**config.mk**
```make
export PLATFORM = sky130hd
export DESIGN_NAME = clkdiv_bank
export DESIGN_NICKNAME = d
export VERILOG_FILES = /design/src/rtl/clkdiv_bank.sv
export SDC_FILE = /design/constraint.sdc
export NUM_CORES = 1
export LEC_CHECK = 0
export CAP_MARGIN = 20
export CORE_MARGIN = 1
export CORE_UTILIZATION = 45
export CTS_CLUSTER_SIZE = 12
export DETAILED_ROUTE_END_ITERATION = 16
export PLACE_DENSITY = 0.7
export SYNTH_ARGS = -nofsm -noshare
export SYNTH_HDL_FRONTEND = slang
export SYNTH_SLANG_ARGS = --single-unit
```
**constraint.sdc**
```tcl
create_clock -name clk -period 15.5 [get_ports clk]
set_input_delay 3.1 -clock clk [delete_from_list [all_inputs] [get_ports clk]]
set_output_delay 3.1 -clock clk [all_outputs]
set_load 0.01 [all_outputs]
```
**src/rtl/clkdiv_bank.sv**
```systemverilog
// Multi-channel programmable clock divider with shadowed half-periods and sync.
// Optional per-channel phase offset on sync when CLKDIV_PHASE_EN is defined.
module clkdiv_bank #(
    parameter int unsigned      CHANNELS   = 4,
    parameter int unsigned      CH_AW      = 2,
    parameter int unsigned      CNT_W      = 32,
    parameter logic [CNT_W-1:0] DEFAULT_HP = '0
) (
    input  logic                clk,
    input  logic                rst,
    input  logic [CHANNELS-1:0] en,
    input  logic                sync,
    input  logic                cfg_we,
    input  logic [CH_AW-1:0]    cfg_ch,
    input  logic                cfg_reg,
    input  logic [CNT_W-1:0]    cfg_wdata,
    output logic [CNT_W-1:0]    cfg_rdata,
    output logic [CHANNELS-1:0] clk_out,
    output logic [CHANNELS-1:0] tick
);

    logic [CNT_W-1:0]    cnt_q    [CHANNELS];
    logic [CNT_W-1:0]    cnt_d    [CHANNELS];
    logic [CNT_W-1:0]    hp_act_q [CHANNELS];
    logic [CNT_W-1:0]    hp_act_d [CHANNELS];
    logic [CNT_W-1:0]    hp_shd_q [CHANNELS];
    logic [CNT_W-1:0]    hp_shd_d [CHANNELS];
    logic [CHANNELS-1:0] out_q, out_d;
    logic [CHANNELS-1:0] tick_q, tick_d;
`ifdef CLKDIV_PHASE_EN
    logic [CNT_W-1:0]    ph_shd_q [CHANNELS];
    logic [CNT_W-1:0]    ph_shd_d [CHANNELS];
`endif

    always_comb begin
        cnt_d    = cnt_q;
        hp_act_d = hp_act_q;
        hp_shd_d = hp_shd_q;
        out_d    = out_q;
        tick_d   = '0;
`ifdef CLKDIV_PHASE_EN
        ph_shd_d = ph_shd_q;
`endif
        for (int i = 0; i < CHANNELS; i++) begin
            if (cfg_we && !cfg_reg && cfg_ch == CH_AW'(i))
                hp_shd_d[i] = cfg_wdata;
`ifdef CLKDIV_PHASE_EN
            if (cfg_we && cfg_reg && cfg_ch == CH_AW'(i))
                ph_shd_d[i] = cfg_wdata;
`endif
            // A same-cycle write is visible here, so it lands in hp_act at once.
            if (sync) begin
                hp_act_d[i] = hp_shd_d[i];
                out_d[i]    = 1'b0;
`ifdef CLKDIV_PHASE_EN
                cnt_d[i] = (ph_shd_d[i] < hp_shd_d[i]) ? ph_shd_d[i] : hp_shd_d[i];
`else
                cnt_d[i] = '0;
`endif
            end else if (en[i]) begin
                if (cnt_q[i] == hp_act_q[i]) begin
                    cnt_d[i]    = '0;
                    out_d[i]    = ~out_q[i];
                    tick_d[i]   = ~out_q[i];
                    hp_act_d[i] = hp_shd_d[i];
                end else begin
                    cnt_d[i] = cnt_q[i] + CNT_W'(1);
                end
            end
        end
    end

    always_comb begin
        cfg_rdata = '0;
        for (int i = 0; i < CHANNELS; i++) begin
            if (cfg_ch == CH_AW'(i)) begin
                if (!cfg_reg)
                    cfg_rdata = hp_shd_q[i];
`ifdef CLKDIV_PHASE_EN
                else
                    cfg_rdata = ph_shd_q[i];
`endif
            end
        end
    end

    always_ff @(posedge clk or posedge rst) begin
        if (rst) begin
            for (int i = 0; i < CHANNELS; i++) begin
                cnt_q[i]    <= '0;
                hp_act_q[i] <= DEFAULT_HP;
                hp_shd_q[i] <= DEFAULT_HP;
`ifdef CLKDIV_PHASE_EN
                ph_shd_q[i] <= '0;
`endif
            end
            out_q  <= '0;
            tick_q <= '0;
        end else begin
            cnt_q    <= cnt_d;
            hp_act_q <= hp_act_d;
            hp_shd_q <= hp_shd_d;
`ifdef CLKDIV_PHASE_EN
            ph_shd_q <= ph_shd_d;
`endif
            out_q  <= out_d;
            tick_q <= tick_d;
        end
    end

    assign clk_out = out_q;
    assign tick    = tick_q;

endmodule

```
==> results.md, run 1 <==
- Design area: 0.0213 mm^2
- Sequential area share after synthesis: 52.6%
- Final nets: 1608
- Final setup fails: 0
- Slew @ Worst Pin: between 1000 and 1500 ps
- Crit share post-route: 53.1%
- GR Overflow Total: 0
- CP Max Fanout: 36
- GR Util All Layers: 23.0%
- Distinct cells, synth: 43
- HP Class: reg -> reg
- Max cap viols: 0
- Total wire length: 47200 um
- Crit end category: primary output
- Routed wire per std cell: 22.2 um
- #FFs+latches synth: 392
- LEAKAGE: between 9 and 10 nW
- Layout cells sized above 1: 22.8%
- Hold Vio Cnt, Final: 0
- R2R Path Start: cnt_q[9]
- Power per cell area: 131 mW/mm^2
- Placed cell areas: 0.0199 mm^2
- Routability cong.: 0.888
- CTS tree: done
- Clock power frac: 35.8%
- Critical path class: in -> out
- Die W: 206 um
- Initial DRC count: 951
- Fin. max-slew vios: 0
- Synthesized area per cell: 12.5 um^2
- CTS Hold Buffers Added: 0
- Syn_nets: 1538
- Residual DRC: 0
- Async SR Flop Fraction: 100%
- PostCTS Resize Cnt: 0
- Pin count of the biggest net entering global routing: approximately 140
- Minimum clock period: approximately 8200 ps
- Sw frac: 27.3%
- Clock Sinks: 392
- Initial antenna violation count: 2
- CTS Buffer Depth: 3
- NetSw: between 700 and 800 uW
- Final WS setup: 7270 ps
- Comb pwr share: 16.8%
- Worst Skew: 24.6 ps
- Initial cell density of the core: about 46%
- Worst reg2reg setup slack: around 12000 ps
- Fmax achieved: approximately 120 MHz
- Slew headroom: around 30%
- Dpl ws: 7130 ps
- Worst Setup EP: cfg_rdata[7]
- Detail Route Antenna Nets: 0
- Setup crit start kind: primary input
- Vias/cell: 5.55
- Clk root buf: clkbuf_16
- Endpoint of the worst-slack reg-to-reg timing path: hp_act_q[31]
- Port buffer count: 82
- Total CTS buffers: 43
- Reg2Reg Depth: 6
- H-tree depth: 2
- Vias in the first global route: 12.1k
- Syn Std Cell Area: 0.0186 mm^2
- Required time of the critical path: 12400 ps
- Sequential Power Share: 47.4%
- Core box area: 0.0408 mm^2
- RSZ-0062 raised after global routing: false
- Crit path launch: cfg_ch[1]
- Vias: 11.8k
- Drt pass-1 iters: 4
- Worst-path clk slew: around 60 ps
- Crit path DAT: 5130 ps
- Die footprint: around 0.042 mm^2
- First-pass GRT wire length: 72800 um
- Die height: 206 um
- Final TNS setup: 0 ps
- Num ports: just over 80
- Number of synthesized flops with an enable pin: 0
- Hpwl dp: between 30000 and 40000 um
- Run status: complete, no violations
- Clk_lat worst skew: about 550 ps
- Ys flop type: dfrtp_1
- Postcts setup bufs: 0
- Maximum VDD drop: 84.7 uV
- Area growth from synthesis to layout: 14.1%
- Internal cell power: 2.03 mW
- Synth warnings: 0
- Row cnt: 74
- Post-Syn Instances: between 1k and 1.5k
-- per-layer routing --
layer  vias up  share of wire (%)  GRT usage [%]
li1       5380                  -              -
met1      6051                 46           32.6
met2       298                 45           35.4
met3        79                5.6           4.34
met4         0                3.2           7.96
met5         -                  0              0
-- critical path: stages --
cell	delay, ps
buf_2	80
buf_4	650
mux4_2	600
nor2b_1	150
clkdlybuf4s50_1	520
-- power by group through the flow --
stage                     Sequential, mW  Clock [mW]  Combinational, mW
after floorplan                     1.28           0              0.325
after global placement              1.34           0              0.459
after detailed placement            1.34           0              0.468
after CTS                           1.32        1.02              0.472
after global routing                1.34        1.06              0.505
final                               1.32       0.998              0.468
-- how the worst min path moves through the flow --
stage,from,endpoint,cells past startpoint
after global placement,clk_out[0],tick[0],1
final,clk_out[3],tick[3],1
after detailed placement,clk_out[3],tick[3],1
after CTS,clk_out[3],tick[3],1
after global routing,clk_out[3],tick[3],1
after floorplan,hp_shd_q[44],hp_shd_q[44],1
-- cell type report --
cell class | count | area [um^2]
antenna | 1 | 2.50
clock buffer | 64 | 1250
clock inverter | 13 | 133
fill | 3439 | 19600
inverter | 15 | 63.8
multi-input combinational | 1009 | 8400
sequential | 392 | 9810
tap | 532 | 666
timing repair buffer | 100 | 953
-- cell usage in the layout (no fill, tap or decap), types with 3 or more instances in the layout --
cell type / n
or3_1: 4
a21oi_1: 10
nor4_1: 30
nand2_1: 42
xor2_1: 164
and2_1: 5
buf_4: 17
mux4_2: 32
buf_2: 3
and3_1: 14
xnor2_1: 82
o211ai_1: 6
inv_1: 14
dfrtp_1: 392
clkinv_2: 8
clkbuf_16: 44
nor2_1: 151
ha_1: 4
o21ai_0: 8
nor2b_1: 37
mux2_2: 235
and4_1: 11
clkbuf_1: 13
o2111ai_1: 7
clkbuf_8: 7
or4_1: 5
o31ai_4: 3
mux2_1: 24
nand3_1: 33
clkdlybuf4s50_1: 79
nand4_1: 59
nor4_2: 3
nor3_1: 25
-- stage by stage --
stage / total power [mW] / cells / hold WS (ps) / util [%]
final: 2.79 / 2126 / 499 / 52.1
after global routing: 2.90 / 2125 / 527 / 52.1
after CTS: 2.81 / 2124 / 501 / 52.0
after detailed placement: 1.81 / 2047 / 488 / 48.7
after global placement: 1.79 / 2047 / 496 / 48.7
after floorplan: 1.60 / 1491 / 470 / -
-- synthesized netlist by cell type, types with 15 or more instances --
cell type | n | share of area (%)
clkbuf_1 | 29 | 0.58
mux2_2 | 235 | 14
nor4_1 | 30 | 1.0
nand4_1 | 59 | 2.0
nor2b_1 | 37 | 1.2
nor3_1 | 25 | 0.67
buf_2 | 24 | 0.64
xnor2_1 | 82 | 3.9
mux4_2 | 32 | 3.9
dfrtp_1 | 392 | 53
nand3_1 | 33 | 0.89
mux2_1 | 24 | 1.4
xor2_1 | 164 | 7.7
inv_1 | 15 | 0.30
nand2_1 | 42 | 0.85
nor2_1 | 151 | 3.0
-- sequential cells by signal (all words and copies together), names as in the netlist --
register  cells
clk_out       4
tick          4
hp_shd_q    128
hp_act_q    128
cnt_q       128
-- cell families (layout without fill, tap and decap cells) --
family                     Yosys count  after routing  share of synthesized area (%)
AOI/OAI and AO/OA                   41             41                           1.70
xor gates and xnor gates           246            246                           11.6
adders and majority gates            4              4                          0.268
buffers and inverters               90            192                           2.56
DFF                                392            392                           52.6
muxes                              291            291                           19.5
other                                0              1                              0
and+or+nand+nor                    427            427                           11.8
Power figures use the tool's default switching activity.
==> run 2: changes to the inputs <==
Clock period 15.5 ns to 8.6 ns, I/O delays scaled along.
==> run 2 against run 1 <==
Compared with the run above:
- clock-buffer cell count did not move
- register-to-register slack got worse by 6800 ps
- largest cell class unchanged
- global-route usage rose by 0.16 points
- design area fell by 0.11%
- sequential cell count did not move
- via count rose by 0.56%
- core utilization fell by 0.055 points
- final cell count fell by 0.14%
- setup slack got worse by 4300 ps
- total power rose by 79%
- combinational power rose by 78%
==> results.md, run 2 (same netlist as run 1, synthesis figures left out) <==
- Run status: complete, no violations
- Sw frac: 27.5%
- CP max stage cell: mux4_2
- Most common cell after layout, fill and taps aside: dfrtp_1
- Residual DRC: 0
- Num ports: 83
- GR Util All Layers: between 20% and 30%
- Row cnt: 74
- Initial antenna violation count: 4
- Crit end category: primary output
- Met3 wire length: 2240 um
- Worst path buffer plus inverter count: 3
- Hold Vio Cnt, Final: 0
- GR Overflow Total: 0
- Routability cong.: 0.922
- Postcts setup bufs: 0
- Routed wire per std cell: 22.1 um
- CP Max Fanout: 25
- Comb pwr share: 16.7%
- Required time of the critical path: approximately 7000 ps
- Area growth from synthesis to layout: 14.0%
- CTS Buffer Depth: 3
- CTS tree: done
- Clock Sinks: 392
- Hpwl dp: 32800 um
- Vias/cell: 5.59
- Clk_lat worst skew: 550 ps
- Drt pass-1 iters: 5
- Crit share post-route: 65.8%
- Fmax achieved: 177 MHz
- Worst-path clk slew: roughly 60 ps
- Minimum clock period: approximately 5700 ps
- RSZ-0062 raised after global routing: false
- Worst Skew: 16.8 ps
- H-tree depth: 2
- Final hold slack: 484 ps
- Worst path top cell family by delay: buffers and inverters
- CP peak stage delay: approximately 560 ps
- HP Class: reg -> reg
- Clk root buf: clkbuf_16
- Max cap viols: 0
- Maximum VDD drop: about 140 uV
- Final cell count without fillers: approximately 2.1k
- Metal-1 WL: 21800 um
- Most frequent cells in the layout: dfrtp_1, mux2_2, xor2_1, nor2_1, xnor2_1
- Setup crit start kind: primary input
- Sequential Power Share: 48.0%
- Total CTS buffers: between 40 and 50
- LEAKAGE: approximately 9.0 nW
- Vias in the first global route: 12.1k
- Power per cell area: 235 mW/mm^2
- Total wire length: 46900 um
- Largest registers: cnt_q x128, hp_act_q x128, hp_shd_q x128
- Critical path class: in -> out
- Internal cell power: between 3 and 4 mW
- Core box area: 0.0408 mm^2
- PostCTS Resize Cnt: 0
- Cell Chain, Critical Path: buf_2 -> buf_4 -> mux4_2 -> nor2b_1 -> clkdlybuf4s50_1
- Fin. max-slew vios: 0
- Diodes inserted: 0
- # placed instances: 2048
- Final setup fails: 0
- Layout cells sized above 1: 22.9%
- Detail Route Antenna Nets: 0
- Final TNS setup: 0 ps
- Wire length on met2: 21800 um
- Top sig layer: met5
- Worst reg2reg setup slack: around 5100 ps
- Slew headroom: 27.9%
- Initial cell density of the core: 45.7%
- CTS Hold Buffers Added: 0
- Vias: 11.9k
- Initial DRC count: slightly above 800
- Slew @ Worst Pin: 1070 ps
- NetSw: between 1 and 1.5 mW
- Port buffer count: 82
- Die height: 206 um
- Crit path DAT: 3940 ps
- Pin count of the biggest net entering global routing: 130
- Die W: 206 um
- First-pass GRT wire length: 73300 um
- Clock power frac: about a third
- Die footprint: 0.0422 mm^2
- Final nets: 1609
-- run 2: changes by cell type in the layout (fill, tap and decap cells not counted), sizes merged --
cell and delta:
bufinv -2, buf +1, diode -1, inv -1
-- run 2: final timing paths --
path | from | end | cells after the start
max in group asynchronous | rst | hp_shd_q[89] | 4
setup / recovery | cfg_ch[1] | cfg_rdata[21] | 5
hold / removal | clk_out[0] | tick[0] | 1
hold reg to reg | clk_out[0] | tick[0] | 1
min in group asynchronous | rst | hp_shd_q[48] | 2
setup reg to reg | cnt_q[3] | hp_act_q[14] | 6
-- run 2: stage by stage --
step,setup WS [ps],total power [mW],util [%],instance area (um^2)
2_1_floorplan,1610,2.89,-,18600
3_3_place_gp,2900,3.24,48.7,19900
3_5_place_dp,2860,3.26,48.7,19900
4_1_cts,2870,5.03,52.0,21200
5_1_grt,2710,5.20,52.0,21200
6_report,2940,4.99,52.0,21200
-- run 2: power by group through the flow --
stage | clock network [mW] | logic, mW | registers [mW]
detailed placement | 0 | 0.830 | 2.43
finish | 1.76 | 0.834 | 2.40
global route | 1.86 | 0.903 | 2.43
global placement | 0 | 0.819 | 2.42
CTS | 1.80 | 0.838 | 2.40
floorplan | 0 | 0.586 | 2.31
-- run 2: cell type report --
type,count,area (um^2)
Multi-Input combinational cell,1009,8400
Timing Repair Buffer,101,981
Sequential cell,392,9810
Clock inverter,10,57.6
Tap cell,532,666
Clock buffer,64,1280
Fill cell,3482,19600
Inverter,15,60.1
-- run 2: layer usage --
metal / vias to the layer above / track usage, %
met4: 2 / 6.51
met5: - / 0
met2: 302 / 36.3
met3: 71 / 3.15
li1: 5381 / -
met1: 6118 / 33.7
